[src/rtl/id_ex_stage.sv]
// Decode stage and ID/EX pipeline register for the 64-bit LEGv8 pipeline.
// Drives the register-file read addresses combinationally, captures operands and
// decoded control into the EX register, and inserts a one-cycle bubble on a
// load-use hazard against the load currently held in EX. A branch flush from EX
// kills the instruction in decode.
module id_ex_stage #(
  parameter int XLEN     = 64,
  parameter int ZERO_REG = 31
) (
  input  logic            clk,
  input  logic            reset,
  input  logic            valid_d,
  input  logic [31:0]     instr_d,
  input  logic [XLEN-1:0] pc_d,
  output logic [4:0]      ra1,
  output logic [4:0]      ra2,
  input  logic [XLEN-1:0] rd1,
  input  logic [XLEN-1:0] rd2,
  input  logic            flush_e,
  output logic            stall_f,
  output logic            valid_e,
  output logic [XLEN-1:0] pc_e,
  output logic [XLEN-1:0] rd1_e,
  output logic [XLEN-1:0] rd2_e,
  output logic [XLEN-1:0] imm_e,
  output logic [4:0]      wa_e,
  output logic            reg_write_e,
  output logic            mem_read_e,
  output logic            mem_write_e,
  output logic            alu_src_e,
  output logic            branch_e,
  output logic [1:0]      alu_op_e
);

  localparam logic [4:0] ZR = 5'(ZERO_REG);

  logic [10:0]     op;
  logic            is_ldur, is_stur, is_cbz, is_r;
  logic            uses1, uses2, hz;
  logic            reg_write_d, mem_read_d, mem_write_d, alu_src_d, branch_d;
  logic [1:0]      alu_op_d;
  logic [XLEN-1:0] imm_d;

  logic            valid_q, reg_write_q, mem_read_q, mem_write_q, alu_src_q, branch_q;
  logic [1:0]      alu_op_q;
  logic [4:0]      wa_q;
  logic [XLEN-1:0] pc_q, rd1_q, rd2_q, imm_q;

  // Opcode decode, read-address selection and immediate extraction.
  always_comb begin
    op      = instr_d[31:21];
    is_ldur = (op == 11'b11111000010);
    is_stur = (op == 11'b11111000000);
    is_cbz  = (instr_d[31:24] == 8'b10110100);
    is_r    = (op == 11'b10001011000) || (op == 11'b11001011000) ||
              (op == 11'b10001010000) || (op == 11'b10101010000);

    uses1 = is_ldur | is_stur | is_r;
    uses2 = is_r | is_stur | is_cbz;

    ra1 = instr_d[9:5];
    ra2 = (is_stur | is_cbz) ? instr_d[4:0] : instr_d[20:16];

    reg_write_d = is_ldur | is_r;
    mem_read_d  = is_ldur;
    mem_write_d = is_stur;
    alu_src_d   = is_ldur | is_stur;
    branch_d    = is_cbz;
    alu_op_d    = is_r ? 2'b10 : (is_cbz ? 2'b01 : 2'b00);

    imm_d = '0;
    if (is_ldur | is_stur) imm_d = {{(XLEN-9){instr_d[20]}}, instr_d[20:12]};
    else if (is_cbz)       imm_d = {{(XLEN-21){instr_d[23]}}, instr_d[23:5], 2'b00};
  end

  // Load-use hazard against the load sitting in EX; XZR never carries a dependency.
  always_comb begin
    hz = valid_d & valid_q & mem_read_q & (wa_q != ZR) &
         ((uses1 & (wa_q == ra1)) | (uses2 & (wa_q == ra2)));
    stall_f = hz & ~flush_e & ~reset;
  end

  // EX register: flush and hazard both insert a zeroed bubble, otherwise capture.
  always_ff @(posedge clk or posedge reset) begin
    if (reset) begin
      valid_q <= 1'b0; reg_write_q <= 1'b0; mem_read_q <= 1'b0; mem_write_q <= 1'b0;
      alu_src_q <= 1'b0; branch_q <= 1'b0; alu_op_q <= '0; wa_q <= '0;
      pc_q <= '0; rd1_q <= '0; rd2_q <= '0; imm_q <= '0;
    end else if (flush_e || hz) begin
      valid_q <= 1'b0; reg_write_q <= 1'b0; mem_read_q <= 1'b0; mem_write_q <= 1'b0;
      alu_src_q <= 1'b0; branch_q <= 1'b0; alu_op_q <= '0; wa_q <= '0;
      pc_q <= '0; rd1_q <= '0; rd2_q <= '0; imm_q <= '0;
    end else begin
      valid_q     <= valid_d;
      reg_write_q <= reg_write_d & valid_d;
      mem_read_q  <= mem_read_d  & valid_d;
      mem_write_q <= mem_write_d & valid_d;
      alu_src_q   <= alu_src_d   & valid_d;
      branch_q    <= branch_d    & valid_d;
      alu_op_q    <= valid_d ? alu_op_d : 2'b00;
      wa_q        <= instr_d[4:0];
      pc_q        <= pc_d;
      rd1_q       <= rd1;
      rd2_q       <= rd2;
      imm_q       <= imm_d;
    end
  end

  assign valid_e     = valid_q;
  assign pc_e        = pc_q;
  assign rd1_e       = rd1_q;
  assign rd2_e       = rd2_q;
  assign imm_e       = imm_q;
  assign wa_e        = wa_q;
  assign reg_write_e = reg_write_q;
  assign mem_read_e  = mem_read_q;
  assign mem_write_e = mem_write_q;
  assign alu_src_e   = alu_src_q;
  assign branch_e    = branch_q;
  assign alu_op_e    = alu_op_q;

endmodule

[config.mk]
export PLATFORM = sky130hd
export DESIGN_NAME = id_ex_stage
export DESIGN_NICKNAME = d
export VERILOG_FILES = /design/src/rtl/id_ex_stage.sv
export SDC_FILE = /design/constraint.sdc
export NUM_CORES = 1
export LEC_CHECK = 0
export CORE_AREA = 2 2 199 201
export DETAILED_ROUTE_END_ITERATION = 10
export DIE_AREA = 0 0 201 203
export PLACE_DENSITY = 0.66
export SYNTH_ARGS = -nofsm -noshare
export SYNTH_HDL_FRONTEND = slang
export SYNTH_SLANG_ARGS = --single-unit
[constraint.sdc]
create_clock -name clk -period 10.7 [get_ports clk]
set_clock_uncertainty 0.1 [all_clocks]
set_input_delay 1.07 -clock clk [delete_from_list [all_inputs] [get_ports clk]]
set_output_delay 1.07 -clock clk [all_outputs]
set_load 0.02 [all_outputs]
Word level (Yosys, flattened, before mapping)
Index checks and enable logic that the tools add are counted.

operators by class
  eq/ne operators = 10
  muxes and demuxes = 18
  bitwise operators = 22
  reductions and logical operators = 4

operators by type and width
  kind                                          number
  two-way mux 64 bit                            6
  == test 11 bit, second input constant         6
  AND 1 bit                                     13
  == test 5 bit                                 2
  two-way mux 5 bit                             2
  == test 8 bit, second input constant          1
  two-way mux 1 bit                             7
  bitwise OR 1 bit                              7
  two-way mux 2 bit                             3
  inequality test 5 bit, second input constant  1
  logical OR 1 bit                              4
  NOT 1 bit                                     2

word-level totals
  register bits after elaboration = 269
  input bits = 228
  output and inout port bits = 280

Depth between registers and ports, before layout
  depth in word-level cells = 11
  depth in mapped cells = 8
  mapped depth without buffers = 5

Least setup slack after synthesis
Ideal clock, no wire load.

  kind = in2out
  from = input port instr_d[25]
  to = output port stall_f
  arrival = 2.607 ns
  slack = 6.923 ns
  stages on the path = 7
  path buffers = 2
  cell sequence = and4bb_2 > nand2_1 > a2111oi_0 > a221o_1 > buf_2 > buf_4 > and3_1

on the way
  cells in the longest elaborated chain, start to end = 11

ends and longest elaborated chain
  element                                                 line  RTL
  from (decl)                                             13    input logic [31:0] instr_d,
  branches (longest 7 deep; another with == test 11 bit)  -
  bitwise OR 1 bit *                                      79    ((uses1 & (wa_q == ra1)) | (uses2 & (wa_q == ra2)));
  AND 1 bit *                                             78    hz = valid_d & valid_q & mem_read_q & (wa_q != ZR) &
  AND 1 bit * (2 in a row)                                80    stall_f = hz & ~flush_e & ~reset;
  to (decl)                                               20    output logic stall_f,

Every way passes the cells marked *.

Worst setup path in the final report
  from = input port instr_d[21]
  to = output port stall_f

The elaborated chain is that of the path after synthesis.

==> results.md <==
- Outcome: complete, no violations
- Tcrit/Tclk final: 0.482
- Drt wl/cell: 18.5 um
- Share of cells above drive strength 1: 0.0547
- Worst-path clk slew: 60 ps
- Vias in the first global route: 8367
- Initial DRC Count: 368
- Pleak: 6.47 nW
- Overall power: 2.25 mW
- GP Congestion: 0.880
- CP Class: input pin to output pin
- Crit Path Max Fanout: 47
- Synth Instances: 859
- Final instance area: 15500 um2
- Initial cell density of the core: 0.245
- Sequential Power Share: 0.403
- Final slew viol count: 0
- Antenna-violating nets left: 0
- Post-Syn Area per Cell: 11.0 um2
- Residual DRC: 0
- Max capacitance violation total: 0
- Setup violations, final: 0
- Fin crit period: 5160 ps
- Number of port buffers: 507
- Worst setup EP type: output pin
- GRT Total Usage: 0.160
- Die area: 40800 um2
- First-pass GRT wire length: 51000 um
- Post-synthesis sequential area ratio: 0.601
- Switching share of total power: 0.237
- Worst Path Arrival: 3990 ps
- Critical path required time: 9530 ps
- Net Switching: 533 uW
- Most frequent cells in the layout: clkdlybuf4s50_1 (506), dfrtp_1 (226), a21oi_1 (205)
- Combinational power share: 0.142
- Ys Warns: 0
- Post-synth top area share: 0.601
- FILL cells: 3711
- Setup bufs post-CTS: 0
- Top cells by area, synth: dfrtp_1 (60%), nand2b_1 (13%), a21oi_1 (11%), buf_4 (3.9%), clkbuf_1 (2.2%)
- H-tree Lvls: 1
- Critical Path Start: instr_d[21]
- Num rows: 72
- VDD IR-drop max: 0.110 mV
- Core area: 38500 um2
- Synthesized area: 9410 um2
- DRT Pass-1 Iters: 4
- CP Launch Type: input pin
- Largest net degree at the start of global routing: 104
- Hold Path Class: input pin to asynchronous set/reset pin
- Die height: 203 um
- Io pins: 508
- Diodes inserted: 0
- Placement Cell Area: 14500 um2
- Layout area overhead: 64.6%
- Post-Syn Nets: 1087
- Non-Filler Instances: 1815
- Most common cell after layout, fill and taps aside: clkdlybuf4s50_1
- # placed instances: 1767
- Max transition margin: 0.262
- Power per cell area: 145 nW/um2
- Fin util: 0.403
- Die X-Extent: 201 um
- P_int: 1.72 mW
- Area leader, netlist: dfrtp_1
- CTS buffer count: 27
- Post-Route WL: 33500 um
- Library cells used by synthesis: 37
- CTS tree: built
- Post_cts resized: 0
- Seq cells post-synth: 226
- Final setup TNS: 0 ps
- Hpwl dp: 23800 um
- Root buffer cell: clkbuf_16
- Vias: 7985
- F_max: 194 MHz
- Post-CTS Hold Fix Bufs: 0
- Antenna violations before repair: 1
- Clock network fraction of design power: 0.456
- Slew @ Worst Pin: 1110 ps
- Clk buf depth: 3
- Fin. Hold Viols: 0
- Vias/cell: 4.40
- RSZ-0062 raised after global routing: no
- Final #Nets: 1506
- Worst-Skew Late Latency: 540 ps
- Clock sink count: 226
- GRT overflow: 0
- R2r startpoint: wa_e[3]
==> power by group through the flow <==
stage	Sequential (mW)	Clock, mW	Combinational [mW]
floorplan	0.970	0	0.0749
global placement	0.920	0	0.320
detailed placement	0.921	0	0.322
CTS	0.906	1.05	0.324
global route	0.909	1.08	0.341
finish	0.905	1.02	0.319
==> synth_stat cells (all sizes together) <==
library cell,number
and3,2
a31oi,1
xor2,4
nand2b,196
nand3,5
clkbuf,54
nor4bb,1
a211oi,9
nor3,3
nor2b,3
dfrtp,226
mux2i,1
and2,1
nand2,20
nor2,5
and4bb,1
and4,1
inv,5
a41o,1
o31ai,1
o221ai,1
mux2,3
nand3b,2
a221o,2
a2111oi,2
o22ai,1
nand4b,1
o21ai,3
a22oi,6
buf,73
a221oi,13
xnor2,7
a21oi,205
==> per-layer routing <==
layer / routed length, um / global-route usage / up-vias
li1: - / - / 3653
met1: 13200 / 0.190 / 3917
met2: 16600 / 0.276 / 367
met3: 2890 / 0.0504 / 46
met4: 857 / 0.0513 / 2
met5: 13 / 0 / -
==> cell type report <==
cell class	instances	area, um2	area share
clock inverters	13	238	0.0153
inverters	5	26.3	0.00170
well taps	518	648	0.0418
clock buffers	35	766	0.0494
repair buffers	517	5150	0.333
flip-flops and latches	226	5660	0.365
multi-input cells	501	3010	0.194
==> per-stage QoR <==
step / hold slack, ps / setup slack [ps]
final: 944 / 5540
after global routing: 940 / 5330
after CTS: 917 / 5530
after detailed placement: 1190 / 5540
after global placement: 1170 / 5610
after floorplan: 962 / 3340
==> cells by family (layout without fill, tap and decap cells) <==
logic type / count (synthesis) / in the layout / share of synthesized area
multiplexers: 4 / 4 / 0.00465
flip-flops: 226 / 226 / 0.601
buffers and inverters: 132 / 570 / 0.0827
AO/OA/AOI/OAI: 245 / 245 / 0.147
AND/OR/NAND/NOR: 241 / 241 / 0.154
XOR/XNOR: 11 / 11 / 0.0102
==> worst paths after layout <==
kind                              to  slack, ps  cells past startpoint
max                          stall_f       5540                      7
min                         rd1_e[7]        940                      2
min in group clk           imm_e[13]        940                      2
max reg2reg                 pc_e[35]       7340                      6
min reg2reg                 rd1_e[2]       1160                      4
max in group asynchronous  rd2_e[39]       8080                      3
==> flip-flops by register name, summed over array words and instances, names as in the netlist <==
signal,count
pc_e,64
rd1_e,64
rd2_e,64
imm_e,21
wa_e,5
alu_op_e,2
alu_src_e,1
branch_e,1
mem_read_e,1
mem_write_e,1
reg_write_e,1
valid_e,1
==> critical path: stages <==
cell and delay, ps:
clkdlybuf4s50_1 440, nor3_1 330, nand3_1 250, a2111oi_0 490, a221o_4 560, and3_1 240
clkdlybuf4s50_1 600
Note: power is estimated with default switching activity, not from simulation.
